`src/rtl/sprite_pkg.sv`:
```
// sprite_pkg
// Shared definitions for the sprite image loader: FSM state encoding and
// default image geometry. The display read path uses the same geometry, so
// both sides agree on the raster address map (row*WIDTH + col).
// No ports.
package sprite_pkg;

    typedef enum logic [1:0] {
        IDLE  = 2'd0,
        LOAD  = 2'd1,
        CHECK = 2'd2,
        DONE  = 2'd3
    } sprite_state_t;

    localparam int SPRITE_WIDTH  = 128;
    localparam int SPRITE_HEIGHT = 256;
    localparam int SPRITE_ADDR_W = 15;
    localparam int PIX_W         = 8;

endpackage

```
`src/rtl/sprite_addr_gen.sv`:
```
// sprite_addr_gen
// Raster write-address generator. Tracks col/row and a running row base so
// the address is built by addition only (base += WIDTH on each row wrap).
// Ports:
//   pixel_clk  in   clock
//   reset_n    in   async active-low reset
//   advance    in   step to the next pixel
//   clear      in   return counters to pixel 0 (wins over advance)
//   waddr      out  base + col for the current pixel
//   last       out  current pixel is the final one of the image
// Advancing past the last pixel also returns the counters to 0.
module sprite_addr_gen
    import sprite_pkg::*;
#(
    parameter int WIDTH  = SPRITE_WIDTH,
    parameter int HEIGHT = SPRITE_HEIGHT,
    parameter int ADDR_W = SPRITE_ADDR_W
) (
    input  logic              pixel_clk,
    input  logic              reset_n,
    input  logic              advance,
    input  logic              clear,
    output logic [ADDR_W-1:0] waddr,
    output logic              last
);

    localparam int COL_W = (WIDTH  > 1) ? $clog2(WIDTH)  : 1;
    localparam int ROW_W = (HEIGHT > 1) ? $clog2(HEIGHT) : 1;

    logic [COL_W-1:0]  col_q;
    logic [ROW_W-1:0]  row_q;
    logic [ADDR_W-1:0] base_q;
    logic              col_end;
    logic              row_end;

    assign col_end = (col_q == COL_W'(WIDTH - 1));
    assign row_end = (row_q == ROW_W'(HEIGHT - 1));
    assign last    = col_end & row_end;
    assign waddr   = base_q + ADDR_W'(col_q);

    always_ff @(posedge pixel_clk or negedge reset_n) begin
        if (!reset_n) begin
            col_q  <= '0;
            row_q  <= '0;
            base_q <= '0;
        end else if (clear || (advance && last)) begin
            col_q  <= '0;
            row_q  <= '0;
            base_q <= '0;
        end else if (advance) begin
            if (col_end) begin
                col_q  <= '0;
                row_q  <= row_q + ROW_W'(1);
                base_q <= base_q + ADDR_W'(WIDTH);
            end else begin
                col_q  <= col_q + COL_W'(1);
            end
        end
    end

endmodule

```
`src/rtl/sprite_loader.sv`:
```
// sprite_loader
// Writer side of the sprite RAM: accepts 8-bit palette indices over a
// valid/ready handshake and writes one full WIDTH x HEIGHT image in raster
// order into the RAM write port, one cycle after each accepted byte.
// Optional feature macro: SPRITE_LOADER_CHECKSUM_EN
//   defined   : an extra trailing byte is compared with the mod-256 sum of
//               the pixels; chk_err reports a mismatch.
//   undefined : LOAD goes straight to DONE, chk_err is tied low.
// Ports:
//   pixel_clk  in   clock
//   reset_n    in   async active-low reset
//   start      in   begin a load (only honoured in IDLE)
//   abort      in   cancel a load, back to IDLE without done
//   in_data    in   pixel byte
//   in_valid   in   in_data valid
//   in_ready   out  byte accepted this cycle if in_valid
//   we         out  RAM write enable
//   waddr      out  RAM write address (row*WIDTH + col)
//   wdata      out  RAM write data
//   busy       out  load in progress (LOAD/CHECK/DONE)
//   done       out  one-cycle pulse, image written
//   chk_err    out  checksum mismatch from the last load
//
// state | meaning
// IDLE  | waiting for start
// LOAD  | accepting pixel bytes and writing them to RAM
// CHECK | accepting the checksum byte (checksum build only)
// DONE  | single-cycle completion pulse
module sprite_loader
    import sprite_pkg::*;
#(
    parameter int WIDTH  = SPRITE_WIDTH,
    parameter int HEIGHT = SPRITE_HEIGHT,
    parameter int ADDR_W = SPRITE_ADDR_W
) (
    input  logic              pixel_clk,
    input  logic              reset_n,
    input  logic              start,
    input  logic              abort,
    input  logic [PIX_W-1:0]  in_data,
    input  logic              in_valid,
    output logic              in_ready,
    output logic              we,
    output logic [ADDR_W-1:0] waddr,
    output logic [PIX_W-1:0]  wdata,
    output logic              busy,
    output logic              done,
    output logic              chk_err
);

    sprite_state_t     state_q;
    sprite_state_t     state_d;
    logic              start_ok;
    logic              xfer;
    logic              advance;
    logic              last_pix;
    logic [ADDR_W-1:0] gen_waddr;

    // Handshake decoded purely from registered state: no in_valid -> in_ready path.
    assign in_ready = (state_q == LOAD) || (state_q == CHECK);
    assign busy     = (state_q != IDLE);
    assign done     = (state_q == DONE);

    assign start_ok = (state_q == IDLE) && start && !abort;
    assign xfer     = in_valid && in_ready;
    // A byte handed over in the same cycle as abort is dropped.
    assign advance  = xfer && (state_q == LOAD) && !abort;

    sprite_addr_gen #(
        .WIDTH  (WIDTH),
        .HEIGHT (HEIGHT),
        .ADDR_W (ADDR_W)
    ) u_addr_gen (
        .pixel_clk (pixel_clk),
        .reset_n   (reset_n),
        .advance   (advance),
        .clear     (start_ok || abort),
        .waddr     (gen_waddr),
        .last      (last_pix)
    );

    always_ff @(posedge pixel_clk or negedge reset_n) begin
        if (!reset_n) begin
            state_q <= IDLE;
        end else begin
            state_q <= state_d;
        end
    end

    always_comb begin
        state_d = state_q;
        case (state_q)
            IDLE: begin
                if (start_ok) begin
                    state_d = LOAD;
                end
            end
            LOAD: begin
                if (abort) begin
                    state_d = IDLE;
                end else if (advance && last_pix) begin
`ifdef SPRITE_LOADER_CHECKSUM_EN
                    state_d = CHECK;
`else
                    state_d = DONE;
`endif
                end
            end
`ifdef SPRITE_LOADER_CHECKSUM_EN
            CHECK: begin
                if (abort) begin
                    state_d = IDLE;
                end else if (xfer) begin
                    state_d = DONE;
                end
            end
`endif
            DONE: begin
                state_d = IDLE;
            end
            default: begin
                state_d = IDLE;
            end
        endcase
    end

    // RAM write port: registered, one cycle behind the accepted byte.
    always_ff @(posedge pixel_clk or negedge reset_n) begin
        if (!reset_n) begin
            we    <= 1'b0;
            waddr <= '0;
            wdata <= '0;
        end else begin
            we <= advance;
            if (advance) begin
                waddr <= gen_waddr;
                wdata <= in_data;
            end
        end
    end

`ifdef SPRITE_LOADER_CHECKSUM_EN
    logic [PIX_W-1:0] sum_q;
    logic             chk_err_q;

    always_ff @(posedge pixel_clk or negedge reset_n) begin
        if (!reset_n) begin
            sum_q     <= '0;
            chk_err_q <= 1'b0;
        end else begin
            if (start_ok) begin
                sum_q     <= '0;
                chk_err_q <= 1'b0;
            end else begin
                if (advance) begin
                    sum_q <= sum_q + in_data;
                end
                if ((state_q == CHECK) && xfer && !abort) begin
                    chk_err_q <= (in_data != sum_q);
                end
            end
        end
    end

    assign chk_err = chk_err_q;
`else
    assign chk_err = 1'b0;
`endif

endmodule

```
`config.mk`:
```
export PLATFORM = sky130hd
export DESIGN_NAME = sprite_loader
export DESIGN_NICKNAME = d
export VERILOG_FILES = /design/src/rtl/sprite_pkg.sv /design/src/rtl/sprite_addr_gen.sv /design/src/rtl/sprite_loader.sv
export SDC_FILE = /design/constraint.sdc
export NUM_CORES = 1
export LEC_CHECK = 0
export CAP_MARGIN = 30
export CORE_MARGIN = 8
export CORE_UTILIZATION = 59
export CTS_BUF_LIST = sky130_fd_sc_hd__clkbuf_2 sky130_fd_sc_hd__clkbuf_4 sky130_fd_sc_hd__clkbuf_8
export CTS_CLUSTER_SIZE = 40
export DETAILED_ROUTE_END_ITERATION = 12
export PLACE_DENSITY = 0.95
export SYNTH_ARGS = -nofsm -noshare
export SYNTH_HDL_FRONTEND = slang
export SYNTH_HIERARCHICAL = 1
export SYNTH_SLANG_ARGS = --single-unit
```
`constraint.sdc`:
```
create_clock -name pixel_clk -period 5.8 [get_ports pixel_clk]
set_clock_uncertainty 0.05 [all_clocks]
set_input_delay 1.16 -clock pixel_clk [delete_from_list [all_inputs] [get_ports pixel_clk]]
set_output_delay 1.16 -clock pixel_clk [all_outputs]
set_load 0.1 [all_outputs]
```
==> After elaboration in Yosys (flattened, before gate mapping) <==
Index checks and enable logic that the tools add are counted.
{ "totals": {"reg_bits": 56, "inputBits": 13, "out_inout_bits": 28, "elab_cells": 48} }
{ "classes": {"addsub": 4, "eq_ne": 7, "mux": 13, "bitwise": 1, "n_reduce_logical": 16} }
{ "ops": {"columns": ["operator", "n"], "rows": [
  ["15-bit two-way mux", 3],
  ["8-bit two-way mux", 3],
  ["7-bit two-way mux", 3],
  ["15-bit by 7-bit adder with 15-bit output", 1],
  ["15-bit by 8-bit adder with 15-bit output (second input constant)", 1],
  ["8-bit by 1-bit adder with 8-bit output (second input constant)", 1],
  ["8-bit equality test (second input constant)", 1],
  ["7-bit by 1-bit adder with 7-bit output (second input constant)", 1],
  ["7-bit equality test (second input constant)", 1],
  ["1-bit logical AND", 6],
  ["2-bit two-way mux", 3],
  ["2-bit nonzero test", 3],
  ["2-bit equality test (second input constant)", 2],
  ["2-bit one-hot mux with 2 select lines", 1],
  ["2-bit AND reduction", 2],
  ["1-bit logical OR", 3],
  ["3-bit by 2-bit inequality test with 1-bit output (second input constant)", 1],
  ["2-bit by 1-bit equality test with 1-bit output (second input constant)", 1],
  ["2-bit logical NOT", 1],
  ["2-bit inequality test (second input constant)", 1],
  ["1-bit AND", 1],
  ["1-bit logical NOT", 1]
]} }

==> Logic depth before layout (Yosys ltp) <==
Gate-level depths: netlist of run 1.
{ "depth": {"ltp_word": 9, "ltp_mapped": 13, "depth_no_buf": 9} }

==> Cells and area by module <==
The synthesis of run 1 kept the hierarchy.
{ "modules_own_cells": {"columns": ["module", "n_inst", "cells_each", "area_per_inst_um2", "seq_area_each_um2"], "rows": [
  ["sprite_addr_gen", 1, 149, 1333.8, 575.6],
  ["sprite_loader", 1, 72, 1152.4, 650.6]
]} }

==> Worst setup path before layout of run 1 <==
No wires, ideal clock.
{ "synth_timing": {"kind": "input -> register", "start": "input port abort", "end": "register u_addr_gen.row_q[7]", "setup_ps": 78, "t_arrival_ps": 2626, "required_time_ps": 5672, "path_slack_ps": 3047, "path_stages": 9, "path_buffers": 2, "path_cell_list": "nor2b_4 nand2_4 buf_6 inv_1 buf_4 and4_1 nand2_1 or4_1 a21oi_1"} }
{ "synth_between": {"elab_chain_cells": 6, "word_cells_on_any_way": 10, "classes_between": "mux (1); reduce/logical (9)"} }
{ "synth_rtl": {"columns": ["element", "line_no", "rtl"], "rows": [
  ["start, declared", "sprite_loader.sv:39", "input logic abort,"],
  ["1-bit logical NOT (*)", "sprite_loader.sv:67", "assign advance = xfer && (state_q == LOAD) && !abort;"],
  ["1-bit logical AND (*)", "sprite_loader.sv:67", null],
  ["net advance", "sprite_loader.sv:55", "logic advance;"],
  ["1-bit logical AND", "sprite_addr_gen.sv:46", "end else if (clear || (advance && last)) begin"],
  ["1-bit logical OR", "sprite_addr_gen.sv:46", null],
  ["2-bit nonzero test (no line)", null, null],
  ["2-bit AND reduction (no line)", null, null],
  ["end signal, assigned", "sprite_addr_gen.sv:53", "row_q <= row_q + ROW_W'(1);"],
  ["end, declared", "sprite_addr_gen.sv:31", "logic [ROW_W-1:0] row_q;"]
]} }
The timed path passes the listed nets; every way through them passes the cells marked *.
A chain may end at the register's enable or synchronous reset.

==> Worst setup path after layout of run 1 <==
Same ends and word-level chain as after synthesis.

==> impl_results.md, run 1 <==
- Outcome: completed
- Root Buffer: clkbuf_8
- Yosys cell types: 43
- Lkg Pwr: 1.32 nW
- Global Route met3 Usage: 4.97%
- Crit path max fanout: 24
- Most frequent cells in the layout: 49 x dfrtp_1, 38 x clkdlybuf4s50_1, 19 x mux2_4, 15 x nand2_1, 14 x a21oi_1
- Gr busiest metal: met2
- Multi-input combinational cell area: ~1100 um^2
- Core outline area: a little over 4000 um^2
- CTS Hold Bufs: 0
- Worst setup SP type: primary input
- Syn Std Cell Area: 2490 um^2
- Final Max Tran Viols: 0
- Worst VDD drop: ~0.42 mV
- Cts bufs inserted: 5
- Proportion of layout cells with a drive suffix above 1: between 10% and 20%
- Post_cts resized: 0
- Hold Crit Class: register to register
- CP required: 5.97 ns
- Initial core utilization: 61.7%
- YS warnings: 6
- Largest net degree at the start of global routing: 30
- Seq/Total Area, Yosys: 49.3%
- Gr usage total: between 10% and 20%
- Worst r2r path cells: 9
- Area grow syn2layout: 17.7%
- Top FF cell, synth: dfrtp_1
- Number of H-tree levels: 2
- Final Setup Violations: 0
- DPL Wire Length: 3660 um
- Die Y-Extent: ~80 um
- Avg WL per Cell: 18.0 um
- Maximum capacitance violations: 0
- Post-synthesis average cell area: about 11 um^2
- Post-route ant nets: 0
- Met2 Use GR: 29.2%
- Worst Tran Pin Value: 0.999 ns
- CP arrival: 3.76 ns
- Via density: ~6
- Final worst path period need: 3.59 ns
- Post-route clock period utilization: 61.9%
- Clock sinks: 49
- Highest clock rate: 279 MHz
- Ant. Diodes: 0
- Clock transition at path regs: 0.09 ns
- Vias: 1,739
- Register bit count reported by yosys: a little under 50
- Syn Nets: 240
- Placed cell count: 283
- Final wirelength: 5240 um
- Initial antenna violation count: 0
- Commonest non-fill, non-tap cell in the layout: dfrtp_1
- Number of fill cells in the layout: 264
- Die W: 80.9 um
- Setup bufs post-CTS: 0
- Remaining DRCs: 0
- Area leader, netlist: dfrtp_1
- Unrepaired setup endpoints after global routing: false
- Mapped Cells: 221
- PD cells: 391 nW/um^2
- Number of I/O pins: 41
- Remaining Overflow, GRT: 0
- Rows: 23
- Nets@finish: approximately 260
- Clk_lat worst skew: 0.30 ns
- Met1 Track Usage GR: 19.3%
- GPL Wtd Cong: approximately 0.77
- Main area contributors after synthesis: dfrtp_1 49%, mux2_4 11%, ha_1 3.0%, a21oi_1 2.8%, xor2_1 2.5%
- Die footprint: 6550 um^2
- EDFF count, synth: 0
- Max clock buf depth: 2
- Reg area: 1230 um^2
- Setup CP Type: primary input to register
- Port Buffers: 39
- Area share of the largest cell type after synthesis: 49.3%
- Sum Neg Setup Slack: 0 ns
- Max_slew headroom: 33.2%
- Ys async rst share: 100%
- Final Non-Filler Cells: around 290
- Min-Delay Path Depth: 1
- CTS tree: built
- CP Capture Type: register
- Fin. Hold Viols: 0
- First-pass GRT wire length: 8570 um
- Starting DRC count in detailed routing: 77
- Vias in the first global route: 1,780
- First drt pass iteration count: 4
[power by group]
part	switching (W)	leakage [nW]	internal [W]
Sequential	0.0000198	0.667	0.000375
Clock	0.000116	0.0681	0.000171
Combinational	0.000343	0.582	0.000119
[cell usage after synthesis, types with 6 or more instances]
| cell | n |
|---|---|
| nor2_1 | 8 |
| buf_4 | 7 |
| xor2_1 | 7 |
| nand4_1 | 6 |
| dfrtp_1 | 49 |
| a21oi_1 | 14 |
| ha_1 | 6 |
| clkbuf_1 | 14 |
| nand2_1 | 15 |
| mux2_4 | 19 |
| inv_1 | 7 |
| nor3_1 | 6 |
[worst max-delay path: stages]
cell and delay, ns:
clkdlybuf4s50_1 0.49, nor2b_4 0.18, nand2_4 0.26, inv_1 0.33
and4_1 0.32, nand2_1 0.29, or4_1 0.57, a21oi_1 0.16
[kinds of logic after synthesis]
kind of cell             after synthesis  synth area share (%)
multiplexers                          23                  13.3
AND/OR/NAND/NOR                       63                  14.3
flip-flops                            49                  49.3
other                                  1                 0.151
XOR/XNOR                               8                  2.82
AO/OA/AOI/OAI                         36                  9.51
buffers and inverters                 35                  7.60
adder cells (fa/ha/maj)                6                  3.02
[layout make-up]
cell class | instances | share of cell area [%]
flip-flops and latches | 49 | 41.9
multi-input cells | 137 | 36.6
repair buffers | 40 | 13.9
clock buffers | 5 | 2.35
clock inverters | 3 | 2.22
well taps | 50 | 2.14
inverters | 7 | 0.898
[worst paths after layout]
kind                       slack [ns]              endpoint  startpoint
setup / recovery                 2.21   u_addr_gen/row_q[7]       abort
hold / removal                   0.46              waddr[4]    waddr[4]
setup reg to reg                 2.85   u_addr_gen/row_q[7]  state_q[1]
hold reg to reg                  0.46              waddr[4]    waddr[4]
max in group asynchronous        4.44  u_addr_gen/base_q[8]     reset_n
min in group asynchronous        0.75              wdata[2]     reset_n
[state kept, by name (all words and copies together), names as in the netlist]
register,cells
u_addr_gen/base_q,8
u_addr_gen/row_q,8
state_q,2
waddr,15
we,1
wdata,8
u_addr_gen/col_q,7
[routing by layer]
metal	up-vias	part of all wire [%]
met5	-	0
li1	811	-
met1	854	42
met3	6	6.6
met2	68	50
met4	0	1.4
[stage by stage]
step                      util, %  total power (W)  cell area, um^2  hold WS, ns  worst slack (ns)
after floorplan                 -         0.000766             2490        0.403              3.05
after global placement       68.8         0.000857             2770        0.422              2.13
after detailed placement     69.3         0.000867             2790        0.442              1.97
after CTS                    72.6          0.00115             2930        0.461              2.25
after global routing         72.6          0.00118             2930        0.473              2.05
final                        72.6          0.00114             2930        0.463              2.21
(Power assumes the default switching activity.)
==> run 2: changes to the inputs <==
- CORE_UTILIZATION: 59 -> 50
- PLACE_DENSITY: 0.95 -> 0.89
- clock period: 5.8 -> 2.9 ns (I/O delays scaled with it)
==> impl_results.md, run 2 (same netlist as run 1, synthesis figures left out) <==
- Avg WL per Cell: 16.1 um
- WP buf/inv: 3
- Unrepaired setup endpoints after global routing: false
- Worst r2r path cells: 10
- Maximum capacitance violations: 0
- Worst Tran Pin Value: between 0.8 and 0.9 ns
- Int Power: 0.00114 W
- Post-place setup slack: about 0.27 ns
- Switching pwr: 0.000974 W
- Die Y-Extent: 86.5 um
- Highest clock rate: 427 MHz
- Power share of the clock group: 19.5%
- Cts bufs inserted: 5
- Die footprint: between 7000 and 8000 um^2
- Lkg Pwr: 1.36 nW
- Via density: between 5 and 6
- CP Cell Sequence: clkdlybuf4s50_1 > nor2b_4 > nand2_4 > inv_1 > and4_1 > and2_1 > buf_4 > nand3_1 > a21oi_1
- Commonest non-fill, non-tap cell in the layout: dfrtp_1
- Setup CP Type: primary input to register
- DPL Wire Length: 3600 um
- Port Buffers: 39
- Outcome: completed
- Most frequent cells in the layout: 49 x dfrtp_1, 33 x buf_4, 19 x mux2_4, 15 x nand2_1, 14 x a21oi_1
- Max_slew headroom: 42.4%
- Number of fill cells in the layout: 392
- Worst VDD drop: 0.748 mV
- First-pass GRT wire length: 8650 um
- Setup bufs post-CTS: 0
- Post-route clock period utilization: 80.8%
- CP Capture Type: register
- Vias: 1,734
- Sum Neg Setup Slack: 0 ns
- Worst hold margin: 0.220 ns
- Final Non-Filler Cells: 313
- Die W: 86.5 um
- Sw Ratio: between 40% and 50%
- Multi-input combinational cell area: 1070 um^2
- Root Buffer: clkbuf_8
- Starting DRC count in detailed routing: 83
- Clock transition at path regs: about 0.10 ns
- Final worst path period need: ~2.3 ns
- Proportion of layout cells with a drive suffix above 1: 29.7%
- CTS Hold Bufs: 0
- Area grow syn2layout: 15.0%
- Final Setup Violations: 0
- Placed cell count: 305
- Post_cts resized: 0
- Nets@finish: about 260
- CTS tree: built
- CP arrival: 2.52 ns
- Ant. Diodes: 0
- Remaining Overflow, GRT: 0
- Number of H-tree levels: 2
- GPL Wtd Cong: 0.842
- Final wirelength: around 5000 um
- Fin. Hold Viols: 0
- PD cells: 738 nW/um^2
- Hold Crit Class: primary input to async pin
- Vias in the first global route: 1,781
- Worst setup SP type: primary input
- Max reg flops: 15
- Initial core utilization: 52.3%
- Core outline area: 4750 um^2
- WP depth: 9
- Rows: 25
- Largest net degree at the start of global routing: 28
- Clk_lat worst skew: 0.31 ns
- Final Max Tran Viols: 0
- Reg area: 1230 um^2
- Initial antenna violation count: 0
- Post-route ant nets: 0
- Clock sinks: 49
- CP required: just over 3 ns
- Gr usage total: roughly 14%
- Top delay family on crit path: simple AND/OR/NAND/NOR gates
- Max clock buf depth: 2
- Most flops, register: waddr
- Sequential power share: 37.6%
- Comb pwr share: between 40% and 50%
- First drt pass iteration count: 4
- Max incr delay on CP: 0.48 ns
- Number of I/O pins: 41
- Crit path max fanout: 12
- Slowest stage cell on the critical path: clkdlybuf4s50_1
- Final worst setup slack: about 0.56 ns
- Remaining DRCs: 0
[run 2: changes by cell type in the layout (fill, tap and decap cells not counted)]
cell,before,now
buf_4,0,33
clkdlybuf4s50_1,38,11
bufinv_16,2,0
buf_12,1,0
clkinvlp_4,0,1
inv_6,0,1
[run 2: power groups by stage]
| stage | logic (W) | registers (W) | clock network (W) |
|---|---|---|---|
| finish | 0.000906 | 0.000794 | 0.000412 |
| global route | 0.000934 | 0.000804 | 0.000443 |
| CTS | 0.000911 | 0.000794 | 0.000416 |
| detailed placement | 0.000910 | 0.000808 | 0 |
| global placement | 0.000897 | 0.000801 | 0 |
| floorplan | 0.000288 | 0.00124 | 0 |
[run 2: stage by stage]
stage	util, %	cell area [um^2]	power, W
6_report	60.2	2860	0.00211
5_1_grt	60.2	2860	0.00218
4_1_cts	60.2	2860	0.00212
3_5_place_dp	58.3	2770	0.00172
3_3_place_gp	58.3	2770	0.00170
2_1_floorplan	-	2490	0.00153
[run 2: area by class of cell]
class,instances,share of cell area (%)
flip-flops and latches,49,42.9
multi-input cells,137,37.4
repair buffers,45,12.7
well taps,67,2.93
clock buffers,5,2.41
inverters,7,0.919
clock inverters,3,0.744
[run 2: path summary, 6_finish.rpt]
kind                            start                   to  slack [ns]
setup reg to reg           state_q[1]  u_addr_gen/row_q[1]        0.61
max in group asynchronous     reset_n             waddr[0]        1.98
min in group pixel_clk       wdata[5]             wdata[5]        0.46
setup / recovery                abort  u_addr_gen/row_q[1]        0.56
hold / removal                reset_n             waddr[3]        0.22
hold reg to reg              wdata[5]             wdata[5]        0.46
[run 2: worst reg2reg max path, delay by kind of cell (launching register included)]
family	cells	cell delay, ns
and+or+nand+nor	5	0.99
DFF	1	0.39
buffers and inverters	3	0.39
adders and majority gates	1	0.21
AOI/OAI and AO/OA	1	0.19
[run 2: per-layer routing]
layer  up-vias  share of wire (%)  track usage [%]
met4         0                1.9             7.36
met3         9                5.1             3.31
li1        813                  -                -
met2        48                 51             23.5
met5         -                  0                0
met1       864                 42             17.4
==> run 3: changes to the inputs <==
- CORE_UTILIZATION: 50 -> 55
- PLACE_DENSITY: 0.89 -> 0.92
- clock period: 2.9 -> 2.3 ns (I/O delays scaled with it)
==> impl_results.md, run 3 (same netlist as run 1, synthesis figures left out) <==
- Cts bufs inserted: 5
- Hold Crit Class: primary input to async pin
- Switching pwr: 0.00121 W
- Final worst setup slack: 0.0981 ns
- Final Max Tran Viols: 0
- First-pass GRT wire length: 8940 um
- Clk_lat worst skew: 0.30 ns
- Gr usage total: 15.5%
- Met1 Track Usage GR: approximately 18%
- Outcome: completed
- Commonest non-fill, non-tap cell in the layout: dfrtp_1
- Unrepaired setup endpoints after global routing: false
- Worst setup SP type: register
- Sw Ratio: 44.3%
- Fin. Hold Viols: 0
- CTS tree: built
- Via density: 5.88
- CP arrival: 2.37 ns
- Vias: around 1,800
- Die Y-Extent: 83.2 um
- Worst reg2reg endpoint: u_addr_gen/row_q[7]
- Clock sinks: 49
- Port Buffers: 39
- CP required: 2.47 ns
- WP buf/inv: 2
- Root Buffer: clkbuf_8
- Max clock buf depth: 2
- Post-DP Area: about 2800 um^2
- Post_cts resized: 0
- Maximum capacitance violations: 0
- Vias in the first global route: 1,812
- Nets@finish: approximately 270
- Most frequent cells in the layout: 49 x dfrtp_1, 33 x buf_4, 19 x mux2_4, 15 x nand2_1, 14 x a21oi_1
- Number of H-tree levels: 2
- Max reg flops: 15
- Starting DRC count in detailed routing: 116
- Remaining DRCs: 0
- Final wirelength: approximately 5300 um
- FF-to-FF setup slack: 0.1 ns
- GPL Wtd Cong: between 0.8 and 0.9
- Area grow syn2layout: 17.9%
- Post-place setup slack: -0.0854 ns
- Setup bufs post-CTS: 0
- Overall power: 0.00272 W
- Number of fill cells in the layout: 303
- Initial antenna violation count: 0
- Comb pwr share: around 44%
- Most frequent CP cell: inv_1
- Reg2Reg Launch Point: state_q[1]
- Sum Neg Setup Slack: 0 ns
- Avg WL per Cell: 17.6 um
- Die W: 83.2 um
- Met2 Use GR: 26.6%
- Clock transition at path regs: 0.08 ns
- Rows: 24
- Sequential power share: 36.7%
- DPL Wire Length: 3830 um
- CP Cell Sequence: inv_1 > ha_1 > nor2b_4 > nand2_4 > inv_1 > and4_1 > nand2_1 > or4_1 > a21oi_1
- Largest net degree at the start of global routing: between 40 and 50
- Worst VDD drop: 0.874 mV
- Proportion of layout cells with a drive suffix above 1: a little under a third
- Core outline area: between 4000 and 5000 um^2
- Gr busiest metal: met2
- Top delay family on crit path: simple AND/OR/NAND/NOR gates
- First drt pass iteration count: 4
- Global Route met3 Usage: 4.30%
- Max incr delay on CP: 0.49 ns
- Slowest stage cell on the critical path: or4_1
- Initial core utilization: 57.1%
- Worst r2r path cells: 9
- CP Capture Type: register
- PD cells: 929 nW/um^2
- Number of I/O pins: 41
- Int Power: 0.00152 W
- Remaining Overflow, GRT: 0
- Lkg Pwr: 1.40 nW
- Post-route ant nets: 0
- Worst hold margin: 0.443 ns
- Final worst path period need: between 2 and 2.5 ns
- Finished layout cell area: 2930 um^2
- Power share of the clock group: 19.2%
- Most flops, register: waddr
- Post-route clock period utilization: 95.7%
- Crit path max fanout: 3
- Final Setup Violations: 0
- Highest clock rate: about 450 MHz
- Die footprint: 6930 um^2
- Setup CP Type: register to register
- Ant. Diodes: 0
run 3: cell count changes in the layout (fill, tap and decap cells not counted), sizes merged:
cell and delta:
inv -1, clkinvlp -1, clkinv -1, buf +4
dlygate4sd3 +1, clkbuf +2
run 3: worst max path at each step:
stage	from	endpoint	slack, ns	cells past startpoint
6_report	state_q[1]	u_addr_gen/row_q[7]	0.1	9
5_1_grt	state_q[1]	u_addr_gen/base_q[10]	0.02	10
4_1_cts	state_q[1]	u_addr_gen/row_q[7]	0.09	9
3_5_place_dp	abort	u_addr_gen/row_q[7]	-0.09	8
3_3_place_gp	abort	u_addr_gen/row_q[7]	0.08	8
2_1_floorplan	state_q[1]	u_addr_gen/row_q[7]	0.04	11
run 3: through the flow:
stage | cells | utilization [%]
floorplan | 221 | -
global placement | 294 | 65.0
detailed placement | 294 | 65.0
CTS | 302 | 67.3
global route | 302 | 67.3
finish | 302 | 67.3
run 3: routing by layer:
| layer | wire, um | part of all wire, % |
|---|---|---|
| met1 | 2200 | 41 |
| met2 | 2710 | 51 |
| met3 | 296 | 5.6 |
| met4 | 101 | 1.9 |
| met5 | 0 | 0 |
run 3: what timing repair did:
action,in CTS,in global routing
endpoints found under the hold margin,3,0
endpoints found under the setup margin,0,0
hold buffers,1,0
run 3: power groups by stage:
| stage | Sequential (W) | Clock [W] | Combinational, W |
|---|---|---|---|
| floorplan | 0.00157 | 0 | 0.000363 |
| global placement | 0.00101 | 0 | 0.00119 |
| detailed placement | 0.00101 | 0 | 0.00120 |
| CTS | 0.000999 | 0.000528 | 0.00121 |
| global route | 0.00101 | 0.000558 | 0.00124 |
| finish | 0.000999 | 0.000523 | 0.00120 |
run 3: worst register-to-register path, delay by kind of cell, from the launching register on:
family	cells	cell delay [ns]
DFF	1	0.40
buffers and inverters	2	0.16
adders and majority gates	1	0.21
and+or+nand+nor	5	1.09
AOI/OAI and AO/OA	1	0.20
run 3: final cells by class:
type                    count  area [um^2]  share of cell area [%]
repair buffers             50          453                    15.5
clock buffers               7         90.1                    3.07
flip-flops and latches     49         1230                    41.8
well taps                  52         65.1                    2.22
inverters                   7         26.3                   0.896
multi-input cells         137         1070                    36.5
